`src/rtl/stage_1_dispatcher_pkg.sv`:
```
// rtl/stage_1_dispatcher_pkg.sv - shared state encodings, widths and float constants
//
// Purpose: common definitions for the stage-1 dispatcher, its interface,
// its result register and the benches that drive them.
package stage_1_dispatcher_pkg;

    localparam int FLT_DATA_WIDTH = 32;
    localparam int N_RESULTS      = 6;

    typedef logic [2:0] state_t;

    localparam state_t LOAD_ONE = 3'd0;
    localparam state_t LOAD_TWO = 3'd1;
    localparam state_t FIRE     = 3'd2;
    localparam state_t WAIT     = 3'd3;
    localparam state_t HOLD     = 3'd4;

    // Canonical IEEE-754 single-precision values.
    localparam logic [31:0] FLT_ZERO    = 32'h0000_0000;
    localparam logic [31:0] FLT_HALF    = 32'h3F00_0000;
    localparam logic [31:0] FLT_ONE     = 32'h3F80_0000;
    localparam logic [31:0] FLT_TWO     = 32'h4000_0000;
    localparam logic [31:0] FLT_NEG_ONE = 32'hBF80_0000;

endpackage

```
`src/rtl/stage_1_dispatcher_if.sv`:
```
// rtl/stage_1_dispatcher_if.sv - operand, stage-1 and result buses of the dispatcher
//
// Purpose: bundles the operand stream (in_*), the stage-1 start/done bus (s1_*),
// the result stream (res_*) and the status outputs (timeout, err_count, busy).
// Modports: master = dispatcher side, slave = environment side.
interface stage_1_dispatcher_if
    import stage_1_dispatcher_pkg::*;
#(
    parameter int W  = FLT_DATA_WIDTH,
    parameter int EW = 8
);
    logic         in_valid;
    logic         in_ready;
    logic [W-1:0] in_data;

    logic         s1_start;
    logic [W-1:0] s1_x_one;
    logic [W-1:0] s1_x_two;
    logic         s1_done;
    logic [W-1:0] s1_out_one;
    logic [W-1:0] s1_out_two;
    logic [W-1:0] s1_half_one;
    logic [W-1:0] s1_half_two;
    logic [W-1:0] s1_square_one;
    logic [W-1:0] s1_square_two;

    logic         res_valid;
    logic         res_ready;
    logic [W-1:0] res_out_one;
    logic [W-1:0] res_out_two;
    logic [W-1:0] res_half_one;
    logic [W-1:0] res_half_two;
    logic [W-1:0] res_square_one;
    logic [W-1:0] res_square_two;

    logic          timeout;
    logic [EW-1:0] err_count;
    logic          busy;

    modport master (
        input  in_valid, in_data,
        output in_ready,
        output s1_start, s1_x_one, s1_x_two,
        input  s1_done, s1_out_one, s1_out_two, s1_half_one, s1_half_two,
               s1_square_one, s1_square_two,
        output res_valid, res_out_one, res_out_two, res_half_one, res_half_two,
               res_square_one, res_square_two,
        input  res_ready,
        output timeout, err_count, busy
    );

    modport slave (
        output in_valid, in_data,
        input  in_ready,
        input  s1_start, s1_x_one, s1_x_two,
        output s1_done, s1_out_one, s1_out_two, s1_half_one, s1_half_two,
               s1_square_one, s1_square_two,
        input  res_valid, res_out_one, res_out_two, res_half_one, res_half_two,
               res_square_one, res_square_two,
        output res_ready,
        input  timeout, err_count, busy
    );

endinterface

```
`src/rtl/stage_1_result_reg.sv`:
```
// rtl/stage_1_result_reg.sv - six-word capture register with load and clear
//
// Purpose: holds the six stage-1 results between capture and hand-off.
// Ports: clk, rst (async active-low), clk_en (hold when low), load, clear
// (clear wins over load), d (six words in), q (six words out).
module stage_1_result_reg
    import stage_1_dispatcher_pkg::*;
#(
    parameter int W = FLT_DATA_WIDTH
) (
    input  logic                        clk,
    input  logic                        rst,
    input  logic                        clk_en,
    input  logic                        load,
    input  logic                        clear,
    input  logic [N_RESULTS-1:0][W-1:0] d,
    output logic [N_RESULTS-1:0][W-1:0] q
);

    always_ff @(posedge clk or negedge rst) begin
        if (!rst) begin
            q <= '0;
        end else if (clk_en) begin
            if (clear) begin
                q <= '0;
            end else if (load) begin
                q <= d;
            end
        end
    end

endmodule

```
`src/rtl/stage_1_dispatcher.sv`:
```
// rtl/stage_1_dispatcher.sv - pairs operands, runs the stage-1 start/done handshake, holds results
//
// Purpose: accepts two operands, pulses s1_start, waits for s1_done (with a
// timeout), captures the six results and offers them on res_valid/res_ready.
// Ports: clk, rst (async active-low), clk_en (global enable),
// bus (stage_1_dispatcher_if.master: in_*, s1_*, res_*, timeout, err_count, busy).
module stage_1_dispatcher
    import stage_1_dispatcher_pkg::*;
#(
    parameter int FLT_DATA_WIDTH = stage_1_dispatcher_pkg::FLT_DATA_WIDTH,
    parameter int TIMEOUT_CYCLES = 64,
    parameter int ERR_WIDTH      = 8
) (
    input  logic                   clk,
    input  logic                   rst,
    input  logic                   clk_en,
    stage_1_dispatcher_if.master   bus
);

    localparam int CW = (TIMEOUT_CYCLES > 2) ? $clog2(TIMEOUT_CYCLES) : 1;
    localparam logic [CW-1:0] WAIT_LAST = CW'(TIMEOUT_CYCLES - 1);

    state_t                                  state;
    state_t                                  state_nxt;
    logic [CW-1:0]                           wait_cnt;
    logic [FLT_DATA_WIDTH-1:0]               x_one;
    logic [FLT_DATA_WIDTH-1:0]               x_two;
    logic                                    res_valid;
    logic                                    timeout;
    logic [ERR_WIDTH-1:0]                    err_cnt;
    logic [N_RESULTS-1:0][FLT_DATA_WIDTH-1:0] s1_res;
    logic [N_RESULTS-1:0][FLT_DATA_WIDTH-1:0] res_q;

    logic done_hit;
    logic expire;

    // A done on the last counted cycle takes priority over the timeout.
    assign done_hit = (state == WAIT) && bus.s1_done;
    assign expire   = (state == WAIT) && !bus.s1_done && (wait_cnt == WAIT_LAST);

    // State register
    always_ff @(posedge clk or negedge rst) begin
        if (!rst) begin
            state <= LOAD_ONE;
        end else if (clk_en) begin
            state <= state_nxt;
        end
    end

    // Next-state logic
    always_comb begin
        state_nxt = state;
        case (state)
            LOAD_ONE: if (bus.in_valid) state_nxt = LOAD_TWO;
            LOAD_TWO: if (bus.in_valid) state_nxt = FIRE;
            FIRE:     state_nxt = WAIT;
            WAIT: begin
                if (bus.s1_done) begin
                    state_nxt = HOLD;
                end else if (wait_cnt == WAIT_LAST) begin
                    state_nxt = LOAD_ONE;
                end
            end
            HOLD:     if (bus.res_ready) state_nxt = LOAD_ONE;
            default:  state_nxt = LOAD_ONE;
        endcase
    end

    // State-decoded outputs; s1_start is a state decode so it stretches
    // naturally while clk_en is low.
    always_comb begin
        bus.in_ready = 1'b0;
        bus.s1_start = 1'b0;
        bus.busy     = 1'b1;
        case (state)
            LOAD_ONE: begin
                bus.in_ready = 1'b1;
                bus.busy     = 1'b0;
            end
            LOAD_TWO: bus.in_ready = 1'b1;
            FIRE:     bus.s1_start = 1'b1;
            default:  ;
        endcase
    end

    // Operand latches, wait counter, result handshake and error tracking
    always_ff @(posedge clk or negedge rst) begin
        if (!rst) begin
            x_one     <= '0;
            x_two     <= '0;
            wait_cnt  <= '0;
            res_valid <= 1'b0;
            timeout   <= 1'b0;
            err_cnt   <= '0;
        end else if (clk_en) begin
            timeout <= expire;
            if ((state == LOAD_ONE) && bus.in_valid) begin
                x_one <= bus.in_data;
            end
            if ((state == LOAD_TWO) && bus.in_valid) begin
                x_two <= bus.in_data;
            end
            if (state == FIRE) begin
                wait_cnt <= '0;
            end else if ((state == WAIT) && !bus.s1_done) begin
                wait_cnt <= wait_cnt + 1'b1;
            end
            if (expire && (err_cnt != {ERR_WIDTH{1'b1}})) begin
                err_cnt <= err_cnt + 1'b1;
            end
            if (done_hit) begin
                res_valid <= 1'b1;
            end else if ((state == HOLD) && bus.res_ready) begin
                res_valid <= 1'b0;
            end
        end
    end

    assign s1_res = {bus.s1_square_two, bus.s1_square_one, bus.s1_half_two,
                     bus.s1_half_one, bus.s1_out_two, bus.s1_out_one};

    // Results stay put after hand-off; only a new capture replaces them.
    stage_1_result_reg #(
        .W (FLT_DATA_WIDTH)
    ) u_result_reg (
        .clk    (clk),
        .rst    (rst),
        .clk_en (clk_en),
        .load   (done_hit),
        .clear  (1'b0),
        .d      (s1_res),
        .q      (res_q)
    );

    assign bus.s1_x_one       = x_one;
    assign bus.s1_x_two       = x_two;
    assign bus.res_valid      = res_valid;
    assign bus.res_out_one    = res_q[0];
    assign bus.res_out_two    = res_q[1];
    assign bus.res_half_one   = res_q[2];
    assign bus.res_half_two   = res_q[3];
    assign bus.res_square_one = res_q[4];
    assign bus.res_square_two = res_q[5];
    assign bus.timeout        = timeout;
    assign bus.err_count      = err_cnt;

endmodule

```
`src/flat_wrapper.sv`:
```
// flat-port wrapper written by rule: the top's interface ports become plain ports
module stage_1_dispatcher_flat import stage_1_dispatcher_pkg::*;
#(
    parameter int FLT_DATA_WIDTH = stage_1_dispatcher_pkg::FLT_DATA_WIDTH,
    parameter int TIMEOUT_CYCLES = 64,
    parameter int ERR_WIDTH      = 8
)
  (clk, rst, clk_en, bus_in_valid, bus_in_data, bus_in_ready, bus_s1_start, bus_s1_x_one, bus_s1_x_two, bus_s1_done, bus_s1_out_one, bus_s1_out_two, bus_s1_half_one, bus_s1_half_two, bus_s1_square_one, bus_s1_square_two, bus_res_valid, bus_res_out_one, bus_res_out_two, bus_res_half_one, bus_res_half_two, bus_res_square_one, bus_res_square_two, bus_res_ready, bus_timeout, bus_err_count, bus_busy);
  stage_1_dispatcher_if #(.W((FLT_DATA_WIDTH)), .EW((8))) bus_i ();
  input  logic clk;
  input  logic rst;
  input  logic clk_en;
  input wire logic [$bits(bus_i.in_valid)-1:0] bus_in_valid;
  input wire logic [$bits(bus_i.in_data)-1:0] bus_in_data;
  output wire logic [$bits(bus_i.in_ready)-1:0] bus_in_ready;
  output wire logic [$bits(bus_i.s1_start)-1:0] bus_s1_start;
  output wire logic [$bits(bus_i.s1_x_one)-1:0] bus_s1_x_one;
  output wire logic [$bits(bus_i.s1_x_two)-1:0] bus_s1_x_two;
  input wire logic [$bits(bus_i.s1_done)-1:0] bus_s1_done;
  input wire logic [$bits(bus_i.s1_out_one)-1:0] bus_s1_out_one;
  input wire logic [$bits(bus_i.s1_out_two)-1:0] bus_s1_out_two;
  input wire logic [$bits(bus_i.s1_half_one)-1:0] bus_s1_half_one;
  input wire logic [$bits(bus_i.s1_half_two)-1:0] bus_s1_half_two;
  input wire logic [$bits(bus_i.s1_square_one)-1:0] bus_s1_square_one;
  input wire logic [$bits(bus_i.s1_square_two)-1:0] bus_s1_square_two;
  output wire logic [$bits(bus_i.res_valid)-1:0] bus_res_valid;
  output wire logic [$bits(bus_i.res_out_one)-1:0] bus_res_out_one;
  output wire logic [$bits(bus_i.res_out_two)-1:0] bus_res_out_two;
  output wire logic [$bits(bus_i.res_half_one)-1:0] bus_res_half_one;
  output wire logic [$bits(bus_i.res_half_two)-1:0] bus_res_half_two;
  output wire logic [$bits(bus_i.res_square_one)-1:0] bus_res_square_one;
  output wire logic [$bits(bus_i.res_square_two)-1:0] bus_res_square_two;
  input wire logic [$bits(bus_i.res_ready)-1:0] bus_res_ready;
  output wire logic [$bits(bus_i.timeout)-1:0] bus_timeout;
  output wire logic [$bits(bus_i.err_count)-1:0] bus_err_count;
  output wire logic [$bits(bus_i.busy)-1:0] bus_busy;
  assign bus_i.in_valid = bus_in_valid;
  assign bus_i.in_data = bus_in_data;
  assign bus_in_ready = bus_i.in_ready;
  assign bus_s1_start = bus_i.s1_start;
  assign bus_s1_x_one = bus_i.s1_x_one;
  assign bus_s1_x_two = bus_i.s1_x_two;
  assign bus_i.s1_done = bus_s1_done;
  assign bus_i.s1_out_one = bus_s1_out_one;
  assign bus_i.s1_out_two = bus_s1_out_two;
  assign bus_i.s1_half_one = bus_s1_half_one;
  assign bus_i.s1_half_two = bus_s1_half_two;
  assign bus_i.s1_square_one = bus_s1_square_one;
  assign bus_i.s1_square_two = bus_s1_square_two;
  assign bus_res_valid = bus_i.res_valid;
  assign bus_res_out_one = bus_i.res_out_one;
  assign bus_res_out_two = bus_i.res_out_two;
  assign bus_res_half_one = bus_i.res_half_one;
  assign bus_res_half_two = bus_i.res_half_two;
  assign bus_res_square_one = bus_i.res_square_one;
  assign bus_res_square_two = bus_i.res_square_two;
  assign bus_i.res_ready = bus_res_ready;
  assign bus_timeout = bus_i.timeout;
  assign bus_err_count = bus_i.err_count;
  assign bus_busy = bus_i.busy;
  stage_1_dispatcher #(.FLT_DATA_WIDTH(FLT_DATA_WIDTH), .TIMEOUT_CYCLES(TIMEOUT_CYCLES), .ERR_WIDTH(ERR_WIDTH)) u_core (.clk(clk), .rst(rst), .clk_en(clk_en), .bus(bus_i));
endmodule
```
`config.mk`:
```
export PLATFORM = sky130hd
export DESIGN_NAME = stage_1_dispatcher_flat
export DESIGN_NICKNAME = d
export VERILOG_FILES = /design/src/rtl/stage_1_dispatcher_pkg.sv /design/src/rtl/stage_1_dispatcher_if.sv /design/src/rtl/stage_1_result_reg.sv /design/src/rtl/stage_1_dispatcher.sv /design/src/flat_wrapper.sv
export SDC_FILE = /design/constraint.sdc
export NUM_CORES = 1
export LEC_CHECK = 0
export BUFFER_PORTS_ARGS = -buffer_cell sky130_fd_sc_hd__buf_2
export CORE_ASPECT_RATIO = 1.1
export CORE_MARGIN = 2
export CORE_UTILIZATION = 30
export CTS_CLUSTER_SIZE = 14
export DETAILED_ROUTE_END_ITERATION = 16
export GPL_TIMING_DRIVEN = 0
export PLACE_DENSITY_LB_ADDON = 0.25
export SLEW_MARGIN = 20
export SYNTH_ARGS = -nofsm -noshare
export SYNTH_HDL_FRONTEND = slang
export SYNTH_SLANG_ARGS = --single-unit
```
`constraint.sdc`:
```
create_clock -name clk -period 1.9 [get_ports clk]
set_input_delay 0.19 -clock clk [delete_from_list [all_inputs] [get_ports clk]]
set_output_delay 0.19 -clock clk [all_outputs]
set_load 0.01 [all_outputs]
```
==> flow_summary.yaml <==
logic_synthesis:
  synth_seq_cells: 275
  avgSynthCellArea_um2: 17.4
  synth_area_leaders: "dfrtp_1, mux2_4, mux2_2, buf_8, buf_6"
  synth_edf_count: 0
  yosysTopAreaCell: "dfrtp_1"
  netlist_instances: 642
  synth_common_cells: "dfrtp_1, mux2_4, mux2_2"
  ys_warn_count: 0
  synth_seq_area_share_pct: 61.5
  async_flop_share_pct: 100
  synth_top_area_share_pct: 61.5
  yosysMostFrequentCell: "dfrtp_1"
  synth_fp_nets: 874
  syn_area_um2: 11200
  synth_cell_type_count: 37
  ys.flop_type: "dfrtp_1"
route:
  dr_wl_met3_um: 2430
  first_iter_violations: 247
  antenna_left: 0
  highest_layer: "met4"
  wl_met1_um: 12800
  route.detailed.drc: 0
  dr_wl_met2_um: 16100
  wl_per_cell_um: 16.8
  via_count: 8200
  firstDrtPassIters: 4
  wirelength_um: 32300
  avgViaCountPerCell: 4.27
pwr:
  p_per_area_nw_per_um2: 1490
  p_leak_uw: 0.00921
  peakVddDrop_v: 0.000891
floorplan:
  core-area_um2: 36900
  rows: 74
  io_pins: 499
  start_util_pct: 30.3
  dieWidth_um: 188
  die_area_um2: 38900
  die_h_um: 207
setup_path:
  start_kind: "flop"
  crit_top_cell: "buf_8"
  reg2reg_slack_ns: 0.07
  r2r_end: "u_core.u_result_reg.q[135]"
  crit_slowest_cell: "dfrtp_2"
  crit_chain: "nand4b_4 > or2_1 > buf_6 > buf_8 > buf_8 > mux2_4"
  rr_startpoint: "u_core.state[2]"
  cp-endpoint: "u_core.u_result_reg.q[135]"
  critPathKind: "flop to flop"
  critPathLaunch: "u_core.state[2]"
  worstSetupEndpointType: "flop"
  required_ns: 2.34
  r2r_cells: 6
  cp_data_arrival_time_ns: 2.27
  crit_fanout: 10
  critPathMaxStageDelay_ns: 0.46
sta:
  hold_ws_ns: 0.0382
  fin_crit_ns: 1.83
  finalHoldViolCount: 0
  max_freq_mhz: 545
  fin_tns_setup_ns: 0
  rsz0062_at_grt: "true"
  fin_crit_sh_pct: 96.5
  finClkSkew_ns: 0.00652
  slew_headroom_pct: 51.6
  setup_ws_ns: 0.0664
  worstMarginPinSlew_ns: 0.727
  drv_slew: 0
  setup_violations: 0
clock_tree:
  htreeDepth: 1
  cts_buffers: 30
  clk_pin_slew_ns: 0.06
  clock-root-buffer: "clkbuf_16"
  cts_max_path_buffers: 3
  cts_sinks: 275
  cts_tree: "yes"
  clk_latency_ns: 0.56
finish:
  fin_cells: 1922
  antenna_cells: 0
  syn_to_final_growth_pct: 58.1
  regArea_um2: 6880
  drive_above_1_share_pct: 59.5
  nFillCells: 3232
  multi_input_area_um2: 3990
  fin_util_pct: 47.9
  layout.nets: 1637
outcome:
  status: "complete, no violations"
grt:
  antenna_found_initial: 0
  grt_max_degree: 94
  overflow: 0
  grt_pass1_wl_um: 49400
  grt_pass1_vias: 8751
  grt_usage_pct: 15.9
placed_design:
  io_buffers: 497
  pre_cts_slack_ns: -0.0466
  gp_congestion: 0.769
  dpl.hpwl_um: 22100
  numPlacedInstances: 1635
job:
  drv_cap: 0
worst_hold_path:
  min_path_type: "input pin to flop"
  whs_path_depth: 4
## cells by family (layout without fill, tap and decap cells)
| group | after synthesis | count (layout) | synth area share [%] |
|---|---|---|---|
| AND/OR/NAND/NOR | 50 | 50 | 2.57 |
| multiplexers | 257 | 257 | 31.2 |
| adder cells (fa/ha/maj) | 2 | 2 | 0.224 |
| AO/OA/AOI/OAI | 14 | 14 | 0.861 |
| buffers and inverters | 34 | 820 | 2.92 |
| XOR/XNOR | 10 | 10 | 0.783 |
| flip-flops | 275 | 275 | 61.5 |
## placed cells by master, fill, tap and decap left out, types with 2 or more instances in the layout
cell | synthesis | final
clkbuf_4 | 0 | 2
clkbuf_16 | 0 | 31
xnor2_1 | 10 | 10
nand2_1 | 11 | 11
and3_1 | 5 | 5
ha_1 | 2 | 2
mux2_4 | 158 | 158
nor3_1 | 2 | 2
clkinvlp_4 | 0 | 2
nand4_1 | 2 | 2
nor2_1 | 10 | 10
buf_16 | 0 | 2
clkinv_2 | 0 | 5
dfrtp_1 | 275 | 274
buf_8 | 11 | 12
mux2_2 | 99 | 99
clkbuf_8 | 0 | 11
buf_6 | 8 | 8
clkbuf_1 | 1 | 4
nand3_1 | 7 | 7
inv_1 | 2 | 2
nand2b_1 | 2 | 2
dlygate4sd3_1 | 0 | 226
a21oi_1 | 3 | 3
o21ai_0 | 3 | 3
clkinv_4 | 0 | 2
buf_4 | 0 | 9
a22o_1 | 2 | 2
buf_2 | 12 | 504
## worst min-delay path by stage
| stage | startpoint | to | slack [ns] |
|---|---|---|---|
| floorplan | rst | u_core.bus.err_count[0] | -0.11 |
| global placement | bus_s1_out_two[15] | u_core.u_result_reg.q[47] | 0.42 |
| detailed placement | rst | u_core.u_result_reg.q[53] | 0.28 |
| CTS | bus_in_valid | u_core.state[0] | 0.002 |
| global route | clk_en | u_core.state[0] | 0.04 |
| finish | bus_in_valid | u_core.state[0] | 0.04 |
## power by group
part,leakage (uW),switching (uW),internal (uW)
registers,0.00335,1480,8660
clock network,0.000494,2380,3400
logic,0.00537,4450,5910
## registers in the layout, summed over array words and instances (netlist names)
signal,cells
u_core.bus.err_count,8
u_core.bus.s1_x_two,32
u_core.u_result_reg.q,192
u_core.bus.s1_x_one,32
u_core.bus.timeout,1
u_core.state,3
u_core.wait_cnt,6
u_core.bus.res_valid,1
## per-layer routing
metal  GRT usage [%]  vias up
met5               0        -
met4            5.88        0
met3            4.24       64
met2            27.8      341
met1            19.0     4007
li1                -     3788
## worst max-delay path: cells and delay by family, from the launching register on
kind	cells	cell delay (ns)
buffers and inverters	3	0.49
DFF	1	0.46
muxes	1	0.30
and+or+nand+nor	2	0.45
## cell type report
cell class / instances / area share, %
buffer: 32 / 1.88
clock buffer: 46 / 5.33
clock inverter: 9 / 0.325
inverter: 2 / 0.0424
multi-input combinational: 333 / 22.5
sequential: 275 / 38.9
tap: 494 / 3.49
timing repair buffer: 731 / 27.5
## stage by stage
step | instance area (um^2) | total power [uW]
finish | 17700 | 26300
global placement | 14300 | 20000
floorplan | 11200 | 15800
detailed placement | 14400 | 20100
CTS | 17700 | 26500
global route | 17700 | 27800
## repair_timing
item | 4_1_cts | 5_1_grt
hold buffers | 226 | 0
resized for setup | 5 | 5
hold endpoints to repair | 348 | 0
buffers inserted | 3 | 3
setup endpoints to repair | 125 | 129
pin swaps | 1 | 1
Power figures use the tool's default switching activity.
